<file path="src/rtl/core_halt_ctrl_pkg.sv">
// Shared MIPS definitions for the halt controller and the instruction
// classifier: opcode/rt/funct fields, halt-report encodings, FSM states and
// a saturating counter helper.
package core_halt_ctrl_pkg;

  // Primary opcodes (inst[31:26])
  localparam logic [5:0] OP_SPECIAL = 6'h00;
  localparam logic [5:0] OP_REGIMM  = 6'h01;
  localparam logic [5:0] OP_J       = 6'h02;
  localparam logic [5:0] OP_JAL     = 6'h03;
  localparam logic [5:0] OP_BEQ     = 6'h04;
  localparam logic [5:0] OP_BNE     = 6'h05;
  localparam logic [5:0] OP_BLEZ    = 6'h06;
  localparam logic [5:0] OP_BGTZ    = 6'h07;
  localparam logic [5:0] OP_LB      = 6'h20;
  localparam logic [5:0] OP_LH      = 6'h21;
  localparam logic [5:0] OP_LWL     = 6'h22;
  localparam logic [5:0] OP_LW      = 6'h23;
  localparam logic [5:0] OP_LBU     = 6'h24;
  localparam logic [5:0] OP_LHU     = 6'h25;
  localparam logic [5:0] OP_LWR     = 6'h26;
  localparam logic [5:0] OP_SB      = 6'h28;
  localparam logic [5:0] OP_SH      = 6'h29;
  localparam logic [5:0] OP_SWL     = 6'h2A;
  localparam logic [5:0] OP_SW      = 6'h2B;
  localparam logic [5:0] OP_SWR     = 6'h2E;

  // REGIMM rt field (inst[20:16])
  localparam logic [4:0] RT_BLTZ    = 5'h00;
  localparam logic [4:0] RT_BGEZ    = 5'h01;
  localparam logic [4:0] RT_BLTZAL  = 5'h10;
  localparam logic [4:0] RT_BGEZAL  = 5'h11;

  // SPECIAL funct field (inst[5:0])
  localparam logic [5:0] FN_JR      = 6'h08;
  localparam logic [5:0] FN_JALR    = 6'h09;
  localparam logic [5:0] FN_SYSCALL = 6'h0C;

  // Halt report encodings
  localparam logic [1:0] DONE_NONE    = 2'b00;
  localparam logic [1:0] DONE_SYSCALL = 2'b01;
  localparam logic [1:0] DONE_TIMEOUT = 2'b10;

  typedef enum logic [1:0] {
    ST_IDLE = 2'd0,
    ST_RUN  = 2'd1,
    ST_HALT = 2'd2
  } halt_state_e;

  // Increment by one when enabled, sticking at all-ones instead of wrapping.
  function automatic logic [31:0] sat_inc(input logic [31:0] val, input logic en);
    logic [31:0] res;
    res = val;
    if (en && (val != 32'hFFFF_FFFF)) begin
      res = val + 32'd1;
    end
    return res;
  endfunction

endpackage

</file>
<file path="src/rtl/core_halt_ctrl_inst_class.sv">
// Purely combinational instruction classifier: flags control-transfer and
// load/store instructions. Shared with the core-level bench, so it carries
// no state and no clock.
module inst_class
  import core_halt_ctrl_pkg::*;
(
  input  logic [31:0] inst,
  output logic        is_branch,
  output logic        is_mem
);

  logic [5:0] opcode;
  logic [5:0] funct;

  assign opcode = inst[31:26];
  assign funct  = inst[5:0];

  // Every REGIMM encoding is treated as a control transfer, whatever its rt.
  always_comb begin
    is_branch = 1'b0;
    unique case (opcode)
      OP_J, OP_JAL, OP_BEQ, OP_BNE, OP_BLEZ, OP_BGTZ, OP_REGIMM: is_branch = 1'b1;
      OP_SPECIAL: is_branch = (funct == FN_JR) || (funct == FN_JALR);
      default:    is_branch = 1'b0;
    endcase
  end

  // Loads and stores, including the unaligned left/right forms.
  always_comb begin
    is_mem = 1'b0;
    unique case (opcode)
      OP_LB, OP_LH, OP_LWL, OP_LW, OP_LBU, OP_LHU, OP_LWR,
      OP_SB, OP_SH, OP_SWL, OP_SW, OP_SWR: is_mem = 1'b1;
      default: is_mem = 1'b0;
    endcase
  end

endmodule

</file>
<file path="src/rtl/core_halt_ctrl.sv">
// Run/halt controller wrapped around the MIPS core: gates the core clock
// enable, counts committed instructions by class, stops on syscall or on a
// run-length timeout, and hands a halt report to a ready/valid consumer.
//
//   state | meaning
//   ------+---------------------------------------------------------------
//   IDLE  | core stopped, last report and counters held, waiting for start
//   RUN   | core enabled, one commit per cycle, watching syscall/timeout
//   HALT  | core stopped, report valid until the consumer accepts it
module core_halt_ctrl
  import core_halt_ctrl_pkg::*;
#(
  parameter int unsigned TIMEOUT_CYCLES = 50000,
  parameter logic [31:0] SYSCALL_WORD   = {OP_SPECIAL, 20'h00000, FN_SYSCALL}
) (
  input  logic        clk,
  input  logic        rst,
  input  logic        start,
  input  logic [31:0] pc,
  input  logic [31:0] inst,
  input  logic [31:0] v0,
  output logic        core_en,
  output logic        done_valid,
  input  logic        done_ready,
  output logic [1:0]  done_code,
  output logic [31:0] result_pc,
  output logic [31:0] result_v0,
  output logic [31:0] inst_count,
  output logic [31:0] branch_count,
  output logic [31:0] mem_count
);

  // Run-length counter only needs to reach TIMEOUT_CYCLES-1.
  localparam int unsigned TW = (TIMEOUT_CYCLES > 1) ? $clog2(TIMEOUT_CYCLES) : 1;
  localparam logic [TW-1:0] TIMEOUT_LAST = TW'(TIMEOUT_CYCLES - 1);

  halt_state_e   state_q;
  halt_state_e   state_d;
  logic [TW-1:0] run_cnt_q;

  logic is_branch;
  logic is_mem;
  logic in_idle;
  logic in_run;
  logic is_syscall;
  logic timeout_hit;
  logic run_start;
  logic halt_now;

  inst_class u_inst_class (
    .inst      (inst),
    .is_branch (is_branch),
    .is_mem    (is_mem)
  );

  assign in_idle     = (state_q == ST_IDLE);
  assign in_run      = (state_q == ST_RUN);
  assign is_syscall  = (inst == SYSCALL_WORD);
  assign timeout_hit = (run_cnt_q == TIMEOUT_LAST);
  assign run_start   = in_idle && start;
  assign halt_now    = in_run && (is_syscall || timeout_hit);

  // State register.
  always_ff @(posedge clk or negedge rst) begin
    if (!rst) begin
      state_q <= ST_IDLE;
    end else begin
      state_q <= state_d;
    end
  end

  // Next-state logic; start is only looked at in IDLE.
  always_comb begin
    state_d = state_q;
    unique case (state_q)
      ST_IDLE: if (start)      state_d = ST_RUN;
      ST_RUN:  if (halt_now)   state_d = ST_HALT;
      ST_HALT: if (done_ready) state_d = ST_IDLE;
      default:                 state_d = ST_IDLE;
    endcase
  end

  // Outputs decode straight from the state register, so no input reaches them
  // combinationally.
  always_comb begin
    core_en    = 1'b0;
    done_valid = 1'b0;
    unique case (state_q)
      ST_RUN:  core_en    = 1'b1;
      ST_HALT: done_valid = 1'b1;
      default: ;
    endcase
  end

  // Run-length counter: cleared at start, advances every RUN cycle.
  always_ff @(posedge clk or negedge rst) begin
    if (!rst) begin
      run_cnt_q <= '0;
    end else if (run_start) begin
      run_cnt_q <= '0;
    end else if (in_run && !timeout_hit) begin
      run_cnt_q <= run_cnt_q + 1'b1;
    end
  end

  // Commit counters: every RUN cycle is one commit, including the halting one.
  always_ff @(posedge clk or negedge rst) begin
    if (!rst) begin
      inst_count   <= '0;
      branch_count <= '0;
      mem_count    <= '0;
    end else if (run_start) begin
      inst_count   <= '0;
      branch_count <= '0;
      mem_count    <= '0;
    end else if (in_run) begin
      inst_count   <= sat_inc(inst_count, 1'b1);
      branch_count <= sat_inc(branch_count, is_branch);
      mem_count    <= sat_inc(mem_count, is_mem);
    end
  end

  // Halt report capture; syscall wins when it lands on the timeout cycle.
  always_ff @(posedge clk or negedge rst) begin
    if (!rst) begin
      done_code <= DONE_NONE;
      result_pc <= '0;
      result_v0 <= '0;
    end else if (run_start) begin
      done_code <= DONE_NONE;
      result_pc <= '0;
      result_v0 <= '0;
    end else if (halt_now) begin
      done_code <= is_syscall ? DONE_SYSCALL : DONE_TIMEOUT;
      result_pc <= pc;
      result_v0 <= v0;
    end
  end

endmodule

</file>
<file path="config.mk">
export PLATFORM = sky130hd
export DESIGN_NAME = core_halt_ctrl
export DESIGN_NICKNAME = d
export VERILOG_FILES = /design/src/rtl/core_halt_ctrl_pkg.sv /design/src/rtl/core_halt_ctrl_inst_class.sv /design/src/rtl/core_halt_ctrl.sv
export SDC_FILE = /design/constraint.sdc
export NUM_CORES = 1
export LEC_CHECK = 0
export ABC_AREA = 1
export BUFFER_PORTS_ARGS = -buffer_cell sky130_fd_sc_hd__clkbuf_2
export CORE_ASPECT_RATIO = 0.9
export CORE_MARGIN = 2
export CORE_UTILIZATION = 55
export CTS_BUF_LIST = sky130_fd_sc_hd__clkbuf_16
export CTS_CLUSTER_DIAMETER = 60
export DETAILED_ROUTE_END_ITERATION = 16
export PLACE_DENSITY = 0.82
export REMOVE_ABC_BUFFERS = 1
export SLEW_MARGIN = 20
export SYNTH_ARGS = -nofsm -noshare
export SYNTH_HDL_FRONTEND = slang
export SYNTH_HIERARCHICAL = 1
export SYNTH_SLANG_ARGS = --single-unit
</file>
<file path="constraint.sdc">
create_clock -name clk -period 1.9 [get_ports clk]
set_input_delay 0.38 -clock clk [delete_from_list [all_inputs] [get_ports clk]]
set_output_delay 0.38 -clock clk [all_outputs]
set_load 0.01 [all_outputs]
</file>
Yosys cells after proc, flatten, opt, wreduce, memory -nomap -nowiden. Index checks and enable logic that the tools add are counted.

Register bits after elaboration: 180. Logic and storage cells: 91.

$add $sub $neg: 4. Equal/unequal tests: 31. Multiplexer cells: 26. Reductions and logical operators: 22.

Operators by type and width (number): $mux 32 (13); $add 32x1->32 const B (3); $ne 32x32->1 const B (3); $eq 6x6->1 const B (12); $eq 32x4->1 const B (1); $mux 16 (2); $eq 6x3->1 const B (4); $add 16x1->16 const B (1); $eq 16x16->1 const B (1); $eq 6x2->1 const B (2); $eq 6x4->1 const B (2); $mux 2 (6); $reduce_bool 2->1 (6); $reduce_or 12->1 (1); $reduce_or 7->1 (1); $eq 6x1->1 const B (1); $logic_not 6->1 (1); $pmux 2 s3 (1); $reduce_and 2->1 (3); $logic_and 1x1->1 (5); $ne 2x2->1 const B (2); $mux 1 (3); $reduce_and 3->1 (1); $eq 2x1->1 const B (1); other kinds (6) (7).

Logic depth before layout (Yosys ltp). Gate-level depths: netlist of the first run.

Word-level depth: 7. Gate-level depth with buffers: 12.

By module. The synthesis of the first run kept the hierarchy.

By module, submodules not included: core_halt_ctrl (instances 1, cells each 1629, area an instance 10881.7 um2, sequential area each 4504.3 um2); inst_class (instances 1, cells each 20, area an instance 88.8 um2, sequential area each 0.0 um2).

Least setup slack after synthesis of the first run. OpenSTA, ideal clock, no wires.

Kind: register to register. Start point: register branch_count[0]. End point: register branch_count[10]. Setup time: 0.117 ns. Arrival: 1.683 ns. Data required time: 1.783 ns. Path slack: 0.100 ns. Stages on the path, launching flop included: 12. Path buffers: 1. Period minus slack after synthesis: 1.800 ns. Path through: dfrtp_1 ha_1 inv_1 nor2_2 nand2_2 nor2_4 nand3_2 nand2_4 nand2_2 buf_6 nand2_1 nand2_1.

Longest elaborated chain between the ends: 4. Elaborated cells on any way between the ends: 8. Classes of those cells: add/sub: 1; eq/ne: 1; mux: 3; reduce/logical: 3.

RTL lines: start, declared (RTL line core_halt_ctrl.sv:29) `output logic [31:0] branch_count,`; start signal, assigned (RTL line core_halt_ctrl.sv:118) `branch_count <= sat_inc(branch_count, is_branch);`; $add 32x1->32 or $ne 32x32->1 (tied branches) (RTL line core_halt_ctrl_pkg.sv:55, core_halt_ctrl_pkg.sv:54); $mux 32 or $logic_and 1x1->1 (tied branches) (RTL line core_halt_ctrl_pkg.sv:54) `if (en && (val != 32'hFFFF_FFFF)) begin`; $mux 32 or $reduce_bool 2->1 (tied branches); $mux 32 or $reduce_and 2->1 (tied branches).

Parallel ways exist; a longest one is shown, timed or not. The select of a mux whose other input is x is not followed. A chain may end at the register's enable or synchronous reset.

Worst setup path in the final report of the first run.
Start point: register state_q[1]. End point: output core_en.

Longest elaborated chain between the ends: 2.

RTL lines: start, declared (RTL line core_halt_ctrl.sv:37) `halt_state_e state_q;`; start signal, assigned (RTL line core_halt_ctrl.sv:68) `state_q <= state_d;`; $eq 2x1->1 (RTL line core_halt_ctrl.sv:88) `unique case (state_q)`; $mux 1 (RTL line core_halt_ctrl.sv:88); end, declared (RTL line core_halt_ctrl.sv:22) `output logic core_en,`.

Every way passes these cells.

==> results.toml, run 1 <==
[status]
outcome = "finished, final reports clean"

[grt]
grt-busiest-layer = "met2"
met1_usage_pct = 43.1
grt_overflow = 0
grt_pass1_wl_um = 53100
grt_pass1_vias = 10600
grt_usage_pct = 30.8
grt_use_met3_pct = 5.38
grt_start_max_net_pins = 80
antenna_found_initial = 0
grt_use_met2_pct = 50.0

[place]
portBuffers = 263
dpl.hpwl_um = 24300
place_congestion = 0.961

[floorplan]
dieArea_mm2 = 0.0211
coreArea_mm2 = 0.0193
die_x_um = 153
io_pins = 264
std_cell_rows = 48
initial_utilization_pct = 56.7
die_y_um = 138

[logic_synthesis]
synth-seq-cells = 180
yosys.area.top_type_share_pct = 41.1
synth_cell_types = 34
yosysWarnings = 6
synth_area_leaders = "dfrtp_1 41%, nand2_1 23%, nor2_1 8.2%, nand3_1 6.8%, inv_1 4.3%"
syn_area_per_cell_um2 = 6.65
syn_inst = 1649
yosys_most_used_dff = "dfrtp_1"
synthTopCellsByCount = "672 x nand2_1, 239 x nor2_1, 180 x dfrtp_1"
synth_area_mm2 = 0.0110
seq_area_frac_synth_pct = 41.1
synth-async-reset-ratio_pct = 100
yosysTopAreaCell = "dfrtp_1"
synth_most_common_cell = "nand2_1"
synth_edf_count = 0

[timing]
slew_violations = 0
finalSetupViolCount = 0
finalHoldViolCount = 0
tightestPinTransition_ps = 492
clock_skew_ps = 16.3
fin_crit_sh_pct = 96.1
fin_crit_ps = 1830
rsz0062_at_grt = "no"
max-slew-margin-rel_pct = 67.2
fmax_ghz = 0.547

[detailed_routing]
drt-total-wl_um = 33400
drtAntennaViolNets = 0
wl_per_cell_um = 15.0
drc = 0
dr.first_iter.drc_count = 1111
viasPerCell = 5.34
dr.pass1.iters = 7
routed-via-count = 11900

[clock_network]
clockBufferDepth = 2
h-tree-depth = 4
cts_tree = "done"
clk_latency_ps = 440
cts_buffers = 17
clk_pin_slew_ps = 70
clock-sinks = 180
root_buffer = "clkbuf_16"

[cells_and_area]
areaGrowthSynthToFinish_pct = 26.4
regArea_mm2 = 0.00451
nNetsFinal = 2066
diodes = 0
n_fill_cell = 1573
multi_input_area_mm2 = 0.00569
utilization_pct = 71.7
drive_gt1_share_pct = 22.1

[setup_path]
startpoint_type = "register"
critical_path_required_ps = 1520
cp_max_fo = 7
critical_path_class = "reg2out"
cp.arrival_ps = 1450
worst_setup_path_end_kind = "output pin"

[power]
p_int_mw = 6.80
max-vdd-ir-drop_uv = 616
clkPwrFrac_pct = 36.2
p_sw_mw = 3.50
pwr-share-comb_pct = 21.5
leakagePower_nw = 7.32
pwr-share-seq_pct = 42.4
power_density_mw_per_mm2 = 742
power_mw = 10.3
switching_share_pct = 34.0

[flow_run]
maxCapViolations = 0

[worst_hold_path]
hp-class = "in2reg"
[logic make-up after synthesis]
family                     Yosys count  share of synthesized area, %
muxes                                1                        0.0912
and+or+nand+nor                   1180                          45.3
AOI/OAI and AO/OA                   55                          2.74
adders and majority gates            4                         0.456
xor gates and xnor gates            34                          2.71
DFF                                180                          41.1
buffers and inverters              195                          7.62
[layout by cell type (no fill, tap or decap), types with 2 or more instances in the layout]
cell,Yosys,final
nand2_1,672,666
clkbuf_2,0,262
nor2_1,239,235
dfrtp_1,180,179
nand3_1,148,148
inv_1,127,127
nand4_1,76,76
buf_4,8,75
o21ai_0,38,38
xor2_1,18,18
clkbuf_16,0,18
xnor2_1,16,16
buf_12,0,14
nand2_2,8,11
nor2_2,5,9
nor3_1,7,7
o21bai_1,6,6
clkinv_8,0,6
nand2_4,3,5
nor2_4,5,5
and2_1,5,5
or2_2,5,5
o21ai_1,5,5
inv_2,6,4
nor3b_1,3,3
a21oi_1,3,3
inv_6,0,3
inv_8,0,3
clkinv_4,0,2
nand3_2,2,2
a31o_2,2,2
ha_1,4,2
buf_6,7,2
[final timing paths]
path / start / cells past startpoint / slack, ps / end
max in group asynchronous: rst / 3 / 860 / inst_count[6]
min: done_ready / 2 / 120 / state_q[1]
max reg2reg: mem_count[1] / 11 / 130 / mem_count[21]
min reg2reg: result_pc[20] / 2 / 470 / result_pc[20]
max: state_q[1] / 5 / 70 / core_en
min in group asynchronous: rst / 2 / 410 / result_pc[24]
[critical path, cell delays in order, from the launching register on]
cell	delay (ps)
dfrtp_1	380
inv_1	130
nand2_4	100
clkinv_4	110
buf_4	160
clkbuf_2	140
[sequential cells by signal, summed over array words and instances (netlist names)]
signal        count
result_pc        32
result_v0        32
run_cnt_q        16
branch_count     32
inst_count       32
mem_count        32
done_code         2
state_q           2
[power by group through the flow]
stage          Clock [mW]  Combinational (mW)  Sequential, mW
2_1_floorplan           0               0.970            4.46
3_3_place_gp            0                2.09            4.40
3_5_place_dp            0                2.14            4.41
4_1_cts              3.75                2.16            4.34
5_1_grt              3.91                2.44            4.39
6_report             3.72                2.21            4.36
[area by class of cell]
| class | instances | share of cell area (%) |
|---|---|---|
| multi-input cells | 1274 | 41.1 |
| flip-flops and latches | 180 | 32.5 |
| repair buffers | 355 | 16.0 |
| inverters | 134 | 3.68 |
| clock buffers | 17 | 3.07 |
| well taps | 250 | 2.26 |
| clock inverters | 15 | 1.47 |
[metal layers]
| metal | wire (µm) | vias up |
|---|---|---|
| li1 | - | 5825 |
| met1 | 14300 | 5413 |
| met2 | 15800 | 565 |
| met3 | 2640 | 74 |
| met4 | 654 | 0 |
| met5 | 0 | - |
[timing repair]
action                                 4_1_cts  5_1_grt
gates resized for setup                      2       17
endpoints found under the hold margin       35        0
pin swaps                                    0        1
setup endpoints to repair                    1      111
cloned                                       0        1
hold buffers                                 1        0
buffers inserted                             0        0
[metrics by stage]
step	setup TNS, ps	worst slack, ps	hold slack (ps)	area, µm²	instances
finish	0	73.5	116	13900	2225
CTS	0	5.92	110	13800	2224
floorplan	-542190	-4040	84.4	10600	1588
detailed placement	0	0.665	317	13100	2191
global placement	0	70.8	316	13100	2191
global route	0	0.908	114	13900	2225
Power figures use the tool's default switching activity.
==> run 2, diff against run 1 <==
- ABC_AREA: 1 -> unset
- CORE_UTILIZATION: 55 -> 53
- PLACE_DENSITY: 0.82 -> 0.8
==> results.toml, run 2 <==
[status]
outcome = "complete, but fails checks"
violations = "setup timing"

[detailed_routing]
drtAntennaViolNets = 0
wl_per_cell_um = 19.3
viasPerCell = 6.25
drc = 0
dr.first_iter.drc_count = 930
dr.pass1.iters = 6
routed-via-count = 10700
drt-total-wl_um = 33200

[cells_and_area]
drive_gt1_share_pct = 43.9
regArea_mm2 = 0.00451
final_common_cell = "clkbuf_2"
areaGrowthSynthToFinish_pct = 48.1
fin_area_mm2 = 0.0145
final_cell_mix = "260 x clkbuf_2, 177 x dfrtp_1, 171 x buf_4, 76 x inv_1, 75 x o31ai_1"
layoutNonFillerInstCount = 1718
n_fill_cell = 1114
nNetsFinal = 1563
multi_input_area_mm2 = 0.00533

[logic_synthesis]
synth-seq-cells = 180
yosysWarnings = 6
yosysTopAreaCell = "dfrtp_1"
synth_cell_types = 70
synth_most_common_cell = "dfrtp_1"
syn_area_per_cell_um2 = 9.54
synth-async-reset-ratio_pct = 100
synth_area_leaders = "dfrtp_1 46%, o31ai_1 7.2%, o2111ai_1 5.7%, inv_1 2.9%, a21oi_1 2.7%"
syn_inst = 1027
yosys.area.top_type_share_pct = 46.0
seq_area_frac_synth_pct = 46.0
synth_area_mm2 = 0.00980
synthTopCellsByCount = "180 x dfrtp_1, 94 x o31ai_1, 75 x inv_1"
synth_edf_count = 0
yosys_most_used_dff = "dfrtp_1"

[setup_path]
critical_path_class = "in2reg"
critPathSlowestCell = "or4_4"
worst_setup_path_end_kind = "register"
cp_max_fo = 7
cp.arrival_ps = 2600
max_stage_delay_ps = 570
startpoint_type = "input pin"
crit_top_cell = "buf_4"
critical_path_required_ps = 2220
worstPathCellList = "buf_6 > nor3_4 > nand3b_1 > a2111oi_2 > buf_4 > nand4b_1 > or4_4 > buf_4 > nor4_2 > xnor2_1 > nor2_1"

[timing]
rsz0062_at_grt = "yes"
max-slew-margin-rel_pct = 45.6
clock_skew_ps = 13.2
fmax_ghz = 0.437
finalSetupViolCount = 75
fin_crit_ps = 2290
finalHoldViolCount = 0
slew_violations = 0
fin_crit_sh_pct = 120
setup_slack_ps = -386
tightestPinTransition_ps = 808

[clock_network]
clk_pin_slew_ps = 80
clock-sinks = 180
clockBufferDepth = 2
root_buffer = "clkbuf_16"
h-tree-depth = 4
clk_latency_ps = 440
cts_buffers = 17
cts_tree = "done"

[place]
dpl.hpwl_um = 20400
place_congestion = 0.848
portBuffers = 263
post-place-cells = 1631
post_dp_cell_area_mm2 = 0.0125

[grt]
grt_pass1_vias = 10100
grt_pass1_wl_um = 50700
grt_start_max_net_pins = 68
grt_overflow = 0
grt_usage_pct = 31.7
antenna_found_initial = 1

[floorplan]
std_cell_rows = 47
io_pins = 264
dieArea_mm2 = 0.0196
initial_utilization_pct = 53.7
coreArea_mm2 = 0.0182
die_x_um = 147
die_y_um = 133

[power]
leakagePower_nw = 6.70
power_mw = 8.39
max-vdd-ir-drop_uv = 598
power_density_mw_per_mm2 = 578

[flow_run]
maxCapViolations = 0

[worst_hold_path]
hp-class = "in2reg"
run 2: cell count changes in the layout (fill, tap and decap cells not counted), sizes merged, moves of 18 or more:
cell / change
a21oi: +52
inv: -52
nand3: -102
and3: +18
o31ai: +96
nor4: +24
nor2: -212
o2111ai: +64
nand4: -33
or4: +24
and4: +20
buf: +132
or3: +34
nand2: -614
run 2: final timing paths:
kind,from,endpoint,slack (ps),cells after the start
min in group asynchronous,rst,branch_count[30],430,2
hold reg to reg,done_code[1],done_code[1],520,1
setup reg to reg,inst_count[14],inst_count[28],-150,9
setup / recovery,inst[4],branch_count[28],-390,11
hold / removal,pc[14],result_pc[14],200,3
max in group asynchronous,rst,mem_count[14],800,3
run 2: per-stage QoR:
step	setup WS, ps	setup TNS (ps)	hold WS (ps)	utilization, %
2_1_floorplan	-4110	-417670	84.4	-
3_3_place_gp	-853	-48900	336	68.6
3_5_place_dp	-919	-51660	336	68.6
4_1_cts	-394	-7510	204	75.1
5_1_grt	-458	-16570	205	79.6
6_report	-386	-8910	205	79.6
run 2: cell type report:
class,instances,area share [%]
antenna,1,0.0172
clock buffer,17,2.93
clock inverter,15,0.991
inverter,76,1.98
multi-input combinational,694,36.7
sequential,180,31.1
tap,245,2.11
timing repair buffer,490,24.2
run 2: kinds of logic (layout without fill, tap and decap cells):
logic type | count (synthesis) | in the layout | share of synthesized area [%]
adder cells (fa/ha/maj) | 4 | 4 | 0.511
AO/OA/AOI/OAI | 289 | 291 | 21.1
buffers and inverters | 155 | 598 | 6.95
flip-flops | 180 | 180 | 46.0
XOR/XNOR | 19 | 19 | 1.78
other | 0 | 1 | 0
multiplexers | 17 | 17 | 1.76
AND/OR/NAND/NOR | 363 | 363 | 21.9
run 2: where the power goes:
part           switching (mW)  internal, mW
Combinational           0.476         0.410
Clock                    1.69          1.85
Sequential             0.0542          3.92
Total                    2.22          6.17
run 2: critical path, delay by kind of cell:
kind	cells	cell delay, ps
AO/OA/AOI/OAI	1	320
XOR/XNOR	1	160
AND/OR/NAND/NOR	6	1270
buffers and inverters	3	480
run 2: timing repair:
item / CTS / global route
setup endpoints to repair: 133 / 152
hold buffers: 1 / 0
setup buffers: 20 / 24
endpoints found under the hold margin: 34 / 0
pin swaps: 45 / 45
cloned: 7 / 5
resized for setup: 73 / 130
run 2: routing by layer:
| metal | part of all wire (%) | up-vias | GRT usage (%) |
|---|---|---|---|
| met4 | 2.2 | 0 | 9.94 |
| met5 | 0 | - | 0 |
| met1 | 41 | 5271 | 41.9 |
| met3 | 8.9 | 66 | 8.14 |
| met2 | 48 | 580 | 51.5 |
| li1 | - | 4816 | - |
